`src/rtl/fp16_pkg.sv`:
```
// rtl/fp16_pkg.sv - fp16 format widths, special encodings and sequencer states
package fp16_pkg;

    localparam int SIGN_W = 1;
    localparam int EXP_W  = 5;
    localparam int FRAC_W = 10;
    // working mantissa: {hidden, frac, G, R, S}
    localparam int MANT_W = FRAC_W + 4;

    localparam logic [EXP_W-1:0] EXP_MAX   = 5'd31;
    localparam logic [15:0]      QNAN      = 16'h7E00;
    localparam logic [15:0]      INF_P     = 16'h7C00;
    localparam logic [3:0]       ALIGN_CAP = 4'd14;

    typedef struct packed {
        logic [SIGN_W-1:0] sign;
        logic [EXP_W-1:0]  exp;
        logic [FRAC_W-1:0] frac;
    } fp16_t;

    typedef enum logic [2:0] {
        ST_IDLE  = 3'd0,
        ST_ALIGN = 3'd1,
        ST_ADD   = 3'd2,
        ST_NORM  = 3'd3,
        ST_ROUND = 3'd4,
        ST_DONE  = 3'd5
    } state_e;

endpackage

```
`src/rtl/fp16_addsub_ctrl_if.sv`:
```
// rtl/fp16_addsub_ctrl_if.sv - operand/result handshake bundle of the fp16 add/sub sequencer
interface fp16_addsub_ctrl_if;

    logic        in_valid;
    logic        in_ready;
    logic [15:0] in_a;
    logic [15:0] in_b;
    logic        in_op;
    logic        out_valid;
    logic        out_ready;
    logic [15:0] out_res;
    logic        out_ovf;
    logic        out_inv;

    modport master (
        output in_valid, in_a, in_b, in_op, out_ready,
        input  in_ready, out_valid, out_res, out_ovf, out_inv
    );

    modport slave (
        input  in_valid, in_a, in_b, in_op, out_ready,
        output in_ready, out_valid, out_res, out_ovf, out_inv
    );

endinterface

```
`src/rtl/fp16_mant_addsub.sv`:
```
// rtl/fp16_mant_addsub.sv - sign-magnitude add/sub of aligned fp16 working mantissas
module fp16_mant_addsub
    import fp16_pkg::*;
(
    input  logic [MANT_W-1:0] a_i,
    input  logic [MANT_W-1:0] b_i,
    input  logic              sa_i,
    input  logic              sb_i,
    output logic [MANT_W-1:0] mag_o,
    output logic              carry_o,
    output logic              sign_o
);

    logic              sub;
    logic              neg;
    logic [MANT_W:0]   sum;

    always_comb begin
        sub = sa_i ^ sb_i;
        sum = {1'b0, a_i} + (sub ? ~{1'b0, b_i} : {1'b0, b_i}) + {{MANT_W{1'b0}}, sub};
        // on subtract the top bit is the sign of a-b, on add it is the carry
        neg     = sub & sum[MANT_W];
        mag_o   = neg ? (~sum[MANT_W-1:0] + {{(MANT_W-1){1'b0}}, 1'b1}) : sum[MANT_W-1:0];
        sign_o  = neg ? sb_i : sa_i;
        carry_o = ~sub & sum[MANT_W];
    end

endmodule

```
`src/rtl/fp16_addsub_ctrl.sv`:
```
// rtl/fp16_addsub_ctrl.sv - multi-cycle fp16 add/sub sequencer, FP16_ROUND_NEAREST_EN selects RNE rounding
module fp16_addsub_ctrl
    import fp16_pkg::*;
(
    input  logic              clk,
    input  logic              rst_n,
    fp16_addsub_ctrl_if.slave bus
);

    state_e            state_q, state_d;
    logic              first_q, first_d;
    logic [MANT_W-1:0] mx_q, mx_d, my_q, my_d;
    logic [EXP_W-1:0]  e_q, e_d;
    logic [3:0]        sh_q, sh_d;
    logic              carry_q, carry_d, sx_q, sx_d, sy_q, sy_d;
    logic              spec_inv_q, spec_inv_d, spec_inf_q, spec_inf_d;
    logic [15:0]       res_q, res_d;
    logic              ovf_q, ovf_d, inv_q, inv_d, valid_q, valid_d;

    fp16_t             a_f, b_f, x_f, y_f;
    logic              swap, x_nan, x_inf, y_inf;
    logic [EXP_W-1:0]  d;
    logic [MANT_W-1:0] mag;
    logic              add_carry, add_sign;
    logic [MANT_W-1:0] norm_m;
    logic [EXP_W-1:0]  norm_e;
`ifdef FP16_ROUND_NEAREST_EN
    logic              rnd_up;
    logic [FRAC_W+1:0] rnd_sum;
`endif

    fp16_mant_addsub u_mant (
        .a_i     (mx_q),
        .b_i     (my_q),
        .sa_i    (sx_q),
        .sb_i    (sy_q),
        .mag_o   (mag),
        .carry_o (add_carry),
        .sign_o  (add_sign)
    );

    assign bus.in_ready  = (state_q == ST_IDLE);
    assign bus.out_valid = valid_q;
    assign bus.out_res   = res_q;
    assign bus.out_ovf   = ovf_q;
    assign bus.out_inv   = inv_q;

    // operand decode; X is the larger magnitude so any NaN/inf lands in X
    always_comb begin
        a_f      = bus.in_a;
        b_f      = bus.in_b;
        b_f.sign = b_f.sign ^ bus.in_op;
        swap     = b_f[14:0] > a_f[14:0];
        x_f      = swap ? b_f : a_f;
        y_f      = swap ? a_f : b_f;
        x_nan    = (x_f.exp == EXP_MAX) && (x_f.frac != '0);
        x_inf    = (x_f.exp == EXP_MAX) && (x_f.frac == '0);
        y_inf    = (y_f.exp == EXP_MAX) && (y_f.frac == '0);
        d        = x_f.exp - y_f.exp;
    end

    always_comb begin
        state_d    = state_q;
        first_d    = 1'b0;
        mx_d       = mx_q;
        my_d       = my_q;
        e_d        = e_q;
        sh_d       = sh_q;
        carry_d    = carry_q;
        sx_d       = sx_q;
        sy_d       = sy_q;
        spec_inv_d = spec_inv_q;
        spec_inf_d = spec_inf_q;
        res_d      = res_q;
        ovf_d      = ovf_q;
        inv_d      = inv_q;
        valid_d    = 1'b0;

        // first NORM cycle applies the adder carry, later cycles shift left
        norm_m = mx_q;
        norm_e = e_q;
        if (first_q) begin
            if (carry_q) begin
                norm_m = {1'b1, mx_q[MANT_W-1:2], mx_q[1] | mx_q[0]};
                norm_e = e_q + 5'd1;
            end
        end else begin
            norm_m = {mx_q[MANT_W-2:0], 1'b0};
            norm_e = e_q - 5'd1;
        end
`ifdef FP16_ROUND_NEAREST_EN
        rnd_up  = mx_q[2] & (mx_q[1] | mx_q[0] | mx_q[3]);
        rnd_sum = {1'b0, mx_q[MANT_W-1:3]} + {{(FRAC_W+1){1'b0}}, rnd_up};
`endif

        case (state_q)
            ST_IDLE: begin
                if (bus.in_valid) begin
                    state_d    = ST_ALIGN;
                    first_d    = 1'b1;
                    mx_d       = (x_f.exp != '0) ? {1'b1, x_f.frac, 3'b000} : '0;
                    my_d       = (y_f.exp != '0) ? {1'b1, y_f.frac, 3'b000} : '0;
                    e_d        = x_f.exp;
                    sh_d       = (d > {1'b0, ALIGN_CAP}) ? ALIGN_CAP : d[3:0];
                    sx_d       = x_f.sign;
                    sy_d       = y_f.sign;
                    carry_d    = 1'b0;
                    spec_inv_d = x_nan | (x_inf & y_inf & (x_f.sign != y_f.sign));
                    spec_inf_d = x_inf;
                    ovf_d      = 1'b0;
                    inv_d      = 1'b0;
                end
            end
            ST_ALIGN: begin
                if (first_q) begin
                    if (spec_inv_q) begin
                        res_d   = QNAN;
                        inv_d   = 1'b1;
                        state_d = ST_DONE;
                    end else if (spec_inf_q) begin
                        res_d   = {sx_q, INF_P[14:0]};
                        state_d = ST_DONE;
                    end
                end else begin
                    // sticky collects everything shifted past S
                    if (sh_q != 4'd0) begin
                        my_d = {1'b0, my_q[MANT_W-1:2], my_q[1] | my_q[0]};
                        sh_d = sh_q - 4'd1;
                    end
                    if (sh_q <= 4'd1) begin
                        state_d = ST_ADD;
                    end
                end
            end
            ST_ADD: begin
                if (mag == '0 && !add_carry) begin
                    res_d   = {sx_q & sy_q, 15'h0000};
                    state_d = ST_DONE;
                end else begin
                    mx_d    = mag;
                    carry_d = add_carry;
                    sx_d    = add_sign;
                    first_d = 1'b1;
                    state_d = ST_NORM;
                end
            end
            ST_NORM: begin
                mx_d    = norm_m;
                e_d     = norm_e;
                carry_d = 1'b0;
                if (norm_e == EXP_MAX) begin
                    res_d   = {sx_q, INF_P[14:0]};
                    ovf_d   = 1'b1;
                    state_d = ST_DONE;
                end else if (norm_m[MANT_W-1]) begin
`ifdef FP16_ROUND_NEAREST_EN
                    state_d = ST_ROUND;
`else
                    res_d   = {sx_q, norm_e, norm_m[MANT_W-2:3]};
                    state_d = ST_DONE;
`endif
                end else if (norm_e <= 5'd1) begin
                    res_d   = {sx_q, 15'h0000};
                    state_d = ST_DONE;
                end
            end
`ifdef FP16_ROUND_NEAREST_EN
            ST_ROUND: begin
                mx_d = {rnd_sum[FRAC_W:0], 3'b000};
                if (rnd_sum[FRAC_W+1]) begin
                    // 1.11..1 rounded up: one more right shift in NORM
                    carry_d = 1'b1;
                    first_d = 1'b1;
                    state_d = ST_NORM;
                end else begin
                    res_d   = {sx_q, e_q, rnd_sum[FRAC_W-1:0]};
                    state_d = ST_DONE;
                end
            end
`endif
            ST_DONE: begin
                // results settle in the first DONE cycle; valid follows one cycle later
                if (valid_q && bus.out_ready) begin
                    state_d = ST_IDLE;
                end else begin
                    valid_d = 1'b1;
                end
            end
            default: state_d = ST_IDLE;
        endcase
    end

    always_ff @(posedge clk or negedge rst_n) begin
        if (!rst_n) begin
            state_q    <= ST_IDLE;
            first_q    <= 1'b0;
            mx_q       <= '0;
            my_q       <= '0;
            e_q        <= '0;
            sh_q       <= '0;
            carry_q    <= 1'b0;
            sx_q       <= 1'b0;
            sy_q       <= 1'b0;
            spec_inv_q <= 1'b0;
            spec_inf_q <= 1'b0;
            res_q      <= 16'h0000;
            ovf_q      <= 1'b0;
            inv_q      <= 1'b0;
            valid_q    <= 1'b0;
        end else begin
            state_q    <= state_d;
            first_q    <= first_d;
            mx_q       <= mx_d;
            my_q       <= my_d;
            e_q        <= e_d;
            sh_q       <= sh_d;
            carry_q    <= carry_d;
            sx_q       <= sx_d;
            sy_q       <= sy_d;
            spec_inv_q <= spec_inv_d;
            spec_inf_q <= spec_inf_d;
            res_q      <= res_d;
            ovf_q      <= ovf_d;
            inv_q      <= inv_d;
            valid_q    <= valid_d;
        end
    end

endmodule

```
`src/flat_wrapper.sv`:
```
// flat-port wrapper written by rule: the top's interface ports become plain ports
module fp16_addsub_ctrl_flat import fp16_pkg::*;
  (clk, rst_n, bus_in_valid, bus_in_a, bus_in_b, bus_in_op, bus_out_ready, bus_in_ready, bus_out_valid, bus_out_res, bus_out_ovf, bus_out_inv);
  fp16_addsub_ctrl_if bus_i ();
  input  logic clk;
  input  logic rst_n;
  input wire logic [$bits(bus_i.in_valid)-1:0] bus_in_valid;
  input wire logic [$bits(bus_i.in_a)-1:0] bus_in_a;
  input wire logic [$bits(bus_i.in_b)-1:0] bus_in_b;
  input wire logic [$bits(bus_i.in_op)-1:0] bus_in_op;
  input wire logic [$bits(bus_i.out_ready)-1:0] bus_out_ready;
  output wire logic [$bits(bus_i.in_ready)-1:0] bus_in_ready;
  output wire logic [$bits(bus_i.out_valid)-1:0] bus_out_valid;
  output wire logic [$bits(bus_i.out_res)-1:0] bus_out_res;
  output wire logic [$bits(bus_i.out_ovf)-1:0] bus_out_ovf;
  output wire logic [$bits(bus_i.out_inv)-1:0] bus_out_inv;
  assign bus_i.in_valid = bus_in_valid;
  assign bus_i.in_a = bus_in_a;
  assign bus_i.in_b = bus_in_b;
  assign bus_i.in_op = bus_in_op;
  assign bus_i.out_ready = bus_out_ready;
  assign bus_in_ready = bus_i.in_ready;
  assign bus_out_valid = bus_i.out_valid;
  assign bus_out_res = bus_i.out_res;
  assign bus_out_ovf = bus_i.out_ovf;
  assign bus_out_inv = bus_i.out_inv;
  fp16_addsub_ctrl u_core (.clk(clk), .rst_n(rst_n), .bus(bus_i));
endmodule
```
`config.mk`:
```
export PLATFORM = sky130hd
export DESIGN_NAME = fp16_addsub_ctrl_flat
export DESIGN_NICKNAME = d
export VERILOG_FILES = /design/src/rtl/fp16_pkg.sv /design/src/rtl/fp16_addsub_ctrl_if.sv /design/src/rtl/fp16_mant_addsub.sv /design/src/rtl/fp16_addsub_ctrl.sv /design/src/flat_wrapper.sv
export SDC_FILE = /design/constraint.sdc
export NUM_CORES = 1
export LEC_CHECK = 0
export BUFFER_PORTS_ARGS = -buffer_cell sky130_fd_sc_hd__clkbuf_2
export CORE_MARGIN = 2
export CORE_UTILIZATION = 65
export DETAILED_ROUTE_END_ITERATION = 8
export GPL_TIMING_DRIVEN = 0
export PLACE_DENSITY = 0.87
export SLEW_MARGIN = 20
export SYNTH_ARGS = -nofsm -noshare
export SYNTH_HDL_FRONTEND = slang
export SYNTH_HIERARCHICAL = 1
export SYNTH_SLANG_ARGS = --single-unit
```
`constraint.sdc`:
```
create_clock -name clk -period 14.6 [get_ports clk]
set_clock_uncertainty 0.2 [all_clocks]
set_input_delay 4.38 -clock clk [delete_from_list [all_inputs] [get_ports clk]]
set_output_delay 4.38 -clock clk [all_outputs]
set_load 0.1 [all_outputs]
```
==> results.py, run 1 <==
metrics = {
    "clock_tree": {
        "cts_resized": 0,
        "clock_path_buffers": 2,
        "path_clk_slew_ns": 0.07,
        "cts_root_buffer": "clkbuf_8",
        "cts_setup_buffers": 0,
        "cts_hold_buf": 0,
        "cts_tree": "yes",
        "clk_latency_ns": 0.34,
        "htree_num_levels": 3,
        "cts.sinks": 65,
        "cts-buffers-inserted": 9,
    },
    "yosys": {
        "synth_enable_flop_cells": 0,
        "synth-compound-area-share": 0.235,
        "synth.ff_latch_count": 65,
        "synth-simple-area-share": 0.196,
        "avgSynthCellArea_um2": 8.10,
        "synth_cell_types": 71,
        "synthCells": 683,
        "synthMuxAreaShare": 0.0629,
        "synth_common_cells": "nand2_1, nor2_1, dfrtp_1, a21oi_1, xnor2_1",
        "yosys_warnings": 6,
        "ys_async_sr_fraction": 1.00,
        "ys_top_cells_by_area": "dfrtp_1, ha_1, xnor2_1",
        "synth_flop_cell": "dfrtp_1",
        "synth_xor_area_frac": 0.0791,
        "synth_top_family_by_area": "compound AO/OA/AOI/OAI gates",
        "synth_top_area_frac": 0.294,
        "yosys.area.top_type": "dfrtp_1",
        "syn_area_mm2": 0.00553,
        "synthesis.nets": 756,
        "yosysMostFrequentCell": "nand2_1",
        "synthAdderAreaFrac": 0.0828,
        "seq_area_frac_synth": 0.294,
    },
    "min_path": {
        "holdPathStages": 2,
        "hp-class": "register to register",
    },
    "flow_run": {
        "max-cap-violations": 0,
    },
    "route": {
        "wl_um": 15600,
        "drt.antenna.violating_nets": 0,
        "first_pass_iters": 8,
        "vias": 5556,
        "drtIter0Drc": 462,
        "drc_errors": 0,
        "via_per_inst": 6.47,
        "routedWlPerCell_um": 18.1,
    },
    "worst_setup_path": {
        "worstPathCellList": "clkbuf_2 > inv_1 > ha_1 > buf_2 > nand4_1 > nor4_2 > a21o_1 > buf_2 > buf_2 > a21oi_1 > ha_1 > inv_1 > o211a_1 > o211ai_1 > mux2i_1 > a221oi_1",
        "crit_slowest_cell": "nor4_2",
        "crit_path_start_kind": "input pin",
        "cp_max_fo": 10,
        "slowest_delay_ns": 0.53,
        "cp.required_ns": 14.60,
        "cp.arrival_ns": 7.62,
        "crit_path_end_kind": "register",
        "worstSetupPathType": "input pin to register",
        "cp_common_cell": "buf_2",
        "rr_worst_depth": 21,
    },
    "floorplan": {
        "dieArea_mm2": 0.00927,
        "row_count": 33,
        "start_util": 0.673,
        "core-area_mm2": 0.00822,
        "die_h_um": 96.3,
        "io_pins": 57,
        "die_w_um": 96.3,
    },
    "global_route": {
        "grt_pass1_vias": 5204,
        "grt_remaining_overflow": 0,
        "grt_first_pass_wirelength_um": 24800,
        "antenna_found_initial": 0,
        "grt.total_usage": 0.349,
        "grt_max_degree": 44,
    },
    "place": {
        "routabilityCongestion": 0.963,
        "dp.final_hpwl_um": 12200,
        "io_buffers": 56,
    },
    "layout": {
        "drive_above_1_share": 0.130,
        "area_growth_pct": 10.9,
        "fin_nets": 824,
        "n_antenna_cell": 0,
        "n_fill_cell": 648,
    },
    "sta": {
        "post-route-period-util": 0.522,
        "rsz0062_at_grt": "no",
        "maxSlewViolCount": 0,
        "fmax_mhz": 131,
        "layout_min_cycle_time_ns": 7.62,
        "slew_headroom": 0.427,
        "fin_tns_setup_ns": 0,
        "timing.final.hold_violations": 0,
        "setup_viol": 0,
        "worst_pin_slew_ns": 0.854,
    },
    "run_status": {
        "outcome": "finished clean",
    },
}
-- per-layer routing --
metal / up-vias / GRT usage / routed length, um
met5: - / 0 / 0
met2: 309 / 0.564 / 7260
met3: 58 / 0.0525 / 1260
li1: 2604 / - / -
met1: 2585 / 0.453 / 6410
met4: 0 / 0.175 / 633
-- layout make-up --
cell class / count / area [um2] / share of cell area
buffer: 31 / 148 / 0.0241
clock buffer: 11 / 151 / 0.0247
clock inverter: 3 / 17.5 / 0.00285
inverter: 36 / 135 / 0.0220
multi-input combinational: 551 / 3620 / 0.591
sequential: 65 / 1630 / 0.265
tap: 105 / 131 / 0.0214
timing repair buffer: 57 / 303 / 0.0493
-- through the flow --
stage | worst slack [ns] | hold WS, ns | std cells | cell area [um2] | util
2_1_floorplan | 7.35 | 0.250 | 683 | 5530 | -
3_5_place_dp | 6.67 | 0.274 | 845 | 5970 | 0.726
6_report | 6.98 | 0.283 | 859 | 6140 | 0.747
3_3_place_gp | 6.72 | 0.267 | 844 | 5940 | 0.723
4_1_cts | 7.02 | 0.288 | 859 | 6140 | 0.747
5_1_grt | 6.71 | 0.313 | 859 | 6140 | 0.747
-- registers in the layout (all words and copies together) (netlist names) --
name                  flops
u_core/my_q              14
u_core/sh_q               4
u_core/first_q            1
u_core/sy_q               1
u_core/bus.out_inv        1
u_core/spec_inf_q         1
u_core/bus.out_valid      1
u_core/carry_q            1
u_core/state_q            3
u_core/sx_q               1
u_core/e_q                5
u_core/spec_inv_q         1
u_core/bus.out_ovf        1
u_core/bus.out_res       16
u_core/mx_q              14
-- worst paths after layout --
path | startpoint | endpoint | slack (ns)
setup / recovery | bus_in_a[12] | u_core/sh_q[3] | 6.98
hold / removal | u_core/bus.out_res[1] | u_core/bus.out_res[1] | 0.28
setup reg to reg | u_core/sy_q | u_core/bus.out_res[9] | 7.96
hold reg to reg | u_core/bus.out_res[1] | u_core/bus.out_res[1] | 0.28
max in group asynchronous | rst_n | u_core/my_q[13] | 9.91
min in group asynchronous | rst_n | u_core/bus.out_res[12] | 3.75
-- worst max-delay path: cells and delay by family --
family,cells,cell delay [ns]
AOI/OAI and AO/OA,5,0.76
muxes,1,0.32
adders and majority gates,2,0.50
buffers and inverters,6,0.97
and+or+nand+nor,2,0.70
-- logic make-up after synthesis --
group | Yosys count
xor gates and xnor gates | 50
buffers and inverters | 67
DFF | 65
and+or+nand+nor | 232
adders and majority gates | 36
AOI/OAI and AO/OA | 199
muxes | 34
-- layout by cell type (no fill, tap or decap), types with 4 or more instances in the layout --
master    count
dfrtp_1      65
o31ai_1       6
xor2_1       10
nor3_1       16
clkbuf_8     11
a22oi_1      12
buf_2         4
nand2b_1      5
o21ai_1      38
nor4_1       13
clkbuf_1     20
xnor2_1      40
ha_1         35
a211oi_1      6
nand4_1      11
o221ai_1     13
nand3_1      13
nor2_1       69
a31oi_1       6
clkbuf_2     55
a21o_1        9
mux2i_1      31
nand2_1      77
o21a_1       11
o21ai_0      14
inv_1        34
nor2b_1       4
a21oi_1      58
Power of run 1 is left out: the tool's default activity adds up to more than one toggle a clock period on the data nets, which glitch-free logic cannot reach.
==> run 2, diff against run 1 <==
CORE_UTILIZATION = 55   (was 65)
PLACE_DENSITY = 0.78   (was 0.87)
clock period = 6.4 ns   (was 14.6 ns; I/O delays follow)
==> results.py, run 2 (same netlist as run 1, synthesis figures left out) <==
metrics = {
    "worst_setup_path": {
        "cp_max_fo": 10,
        "crit_slowest_cell": "xnor2_2",
        "cp.required_ns": 6.43,
        "crit_path_end_kind": "register",
        "worstPathCellList": "xnor2_2 > clkbuf_2 > xnor2_1 > fa_1 > a21o_1 > a221oi_2 > a211oi_1 > o31a_1 > o21a_1 > nor3_2 > buf_4 > o31ai_1 > xnor2_1 > nor4_1 > nand4_1 > nand2_1 > nand2_1 > a41o_1 > a21o_1 > buf_6 > mux2_4",
        "worstSetupPathType": "register to register",
        "cp.arrival_ns": 6.01,
        "cp_num_buf_inv": 3,
        "cpLargestDelayFamily": "compound AO/OA/AOI/OAI gates",
        "crit_path_start_kind": "register",
        "slowest_delay_ns": 0.50,
    },
    "place": {
        "io_buffers": 56,
        "routabilityCongestion": 1.05,
        "preCtsSetupSlack_ns": 0.0575,
        "dp.final_hpwl_um": 12400,
        "place_area_mm2": 0.00601,
    },
    "sta": {
        "post-route-period-util": 0.935,
        "worst_pin_slew_ns": 1.11,
        "layout_min_cycle_time_ns": 5.98,
        "fin_tns_setup_ns": 0,
        "rsz0062_at_grt": "no",
        "timing.final.hold_violations": 0,
        "slew_headroom": 0.255,
        "maxSlewViolCount": 0,
        "worst_slack_ns": 0.415,
        "fmax_mhz": 167,
        "setup_viol": 0,
    },
    "layout": {
        "layout_commonest_cell": "nand2_1",
        "drive_above_1_share": 0.134,
        "layout.area.seq_mm2": 0.00163,
        "n_fill_cell": 871,
        "stdcell_area_mm2": 0.00625,
        "area_growth_pct": 12.9,
        "multi_input_area_mm2": 0.00363,
        "layout_common_cells": "nand2_1, nor2_1, dfrtp_1",
        "fin_nets": 824,
        "n_antenna_cell": 0,
        "largest_reg_flops": 16,
    },
    "global_route": {
        "antenna_found_initial": 0,
        "grt_remaining_overflow": 0,
        "grt.total_usage": 0.286,
        "grt_max_degree": 47,
        "grt_first_pass_wirelength_um": 25400,
        "grt_pass1_vias": 5246,
    },
    "floorplan": {
        "core-area_mm2": 0.00977,
        "start_util": 0.566,
        "row_count": 36,
        "die_h_um": 104,
        "die_w_um": 104,
        "dieArea_mm2": 0.0109,
        "io_pins": 57,
    },
    "route": {
        "drt.antenna.violating_nets": 0,
        "wl_um": 15300,
        "via_per_inst": 6.19,
        "drc_errors": 0,
        "vias": 5501,
        "first_pass_iters": 6,
        "routedWlPerCell_um": 17.3,
        "drtIter0Drc": 491,
    },
    "clock_tree": {
        "htree_num_levels": 3,
        "clock_path_buffers": 2,
        "cts_root_buffer": "clkbuf_8",
        "cts_tree": "yes",
        "clk_latency_ns": 0.35,
        "path_clk_slew_ns": 0.07,
        "cts.sinks": 65,
        "cts-buffers-inserted": 9,
    },
    "flow_run": {
        "max-cap-violations": 0,
    },
    "min_path": {
        "hp-class": "register to register",
    },
    "run_status": {
        "outcome": "finished clean",
    },
}
==> run 2: path summary, 6_finish.rpt <==
kind                       slack (ns)  cells past startpoint                     to                  start
max reg2reg                      0.42                     21  u_core/bus.out_res[9]            u_core/sy_q
max                              0.42                     21  u_core/bus.out_res[9]            u_core/sy_q
min in group asynchronous        1.28                      1      u_core/state_q[1]                  rst_n
max in group asynchronous        4.18                      2        u_core/mx_q[10]                  rst_n
min reg2reg                      0.29                      2  u_core/bus.out_res[7]  u_core/bus.out_res[7]
min                              0.29                      2  u_core/bus.out_res[7]  u_core/bus.out_res[7]
==> run 2: worst register-to-register path, cell delays in order (launching register included) <==
cell and delay, ns:
dfrtp_1 0.47, xnor2_2 0.50, clkbuf_2 0.39, xnor2_1 0.22, fa_1 0.47, a21o_1 0.22
a221oi_2 0.37, a211oi_1 0.16, o31a_1 0.32, o21a_1 0.22, nor3_2 0.19, buf_4 0.22
o31ai_1 0.11, xnor2_1 0.21, nor4_1 0.24, nand4_1 0.29, nand2_1 0.20, nand2_1 0.07
a41o_1 0.21, a21o_1 0.16, buf_6 0.14, mux2_4 0.29
==> run 2: per-layer routing <==
| layer | vias to the layer above | share of wire | track usage |
|---|---|---|---|
| met5 | - | 0 | 0 |
| met4 | 0 | 0.044 | 0.127 |
| met3 | 56 | 0.074 | 0.0332 |
| met2 | 299 | 0.44 | 0.450 |
| met1 | 2541 | 0.44 | 0.396 |
| li1 | 2605 | - | - |
==> run 2: area by class of cell <==
cell class | count | area share
Buffer | 31 | 0.0238
Timing Repair Buffer | 57 | 0.0497
Clock buffer | 12 | 0.0248
Tap cell | 133 | 0.0266
Inverter | 36 | 0.0216
Multi-Input combinational cell | 551 | 0.581
Clock inverter | 4 | 0.0120
Sequential cell | 65 | 0.260
==> run 2: what timing repair did <==
item,in CTS,in global routing
hold buffers,0,0
endpoints found under the setup margin,0,30
setup buffers,0,0
gates resized for setup,0,3
hold endpoints to repair,0,0
==> run 2: per-stage QoR <==
| stage | utilization | hold WS (ns) | cells |
|---|---|---|---|
| final | 0.639 | 0.288 | 889 |
| after global routing | 0.639 | 0.320 | 889 |
| after CTS | 0.638 | 0.296 | 889 |
| after detailed placement | 0.615 | 0.280 | 873 |
| after global placement | 0.612 | 0.267 | 872 |
| after floorplan | - | 0.250 | 683 |
Power of run 2 is left out for the same reason.
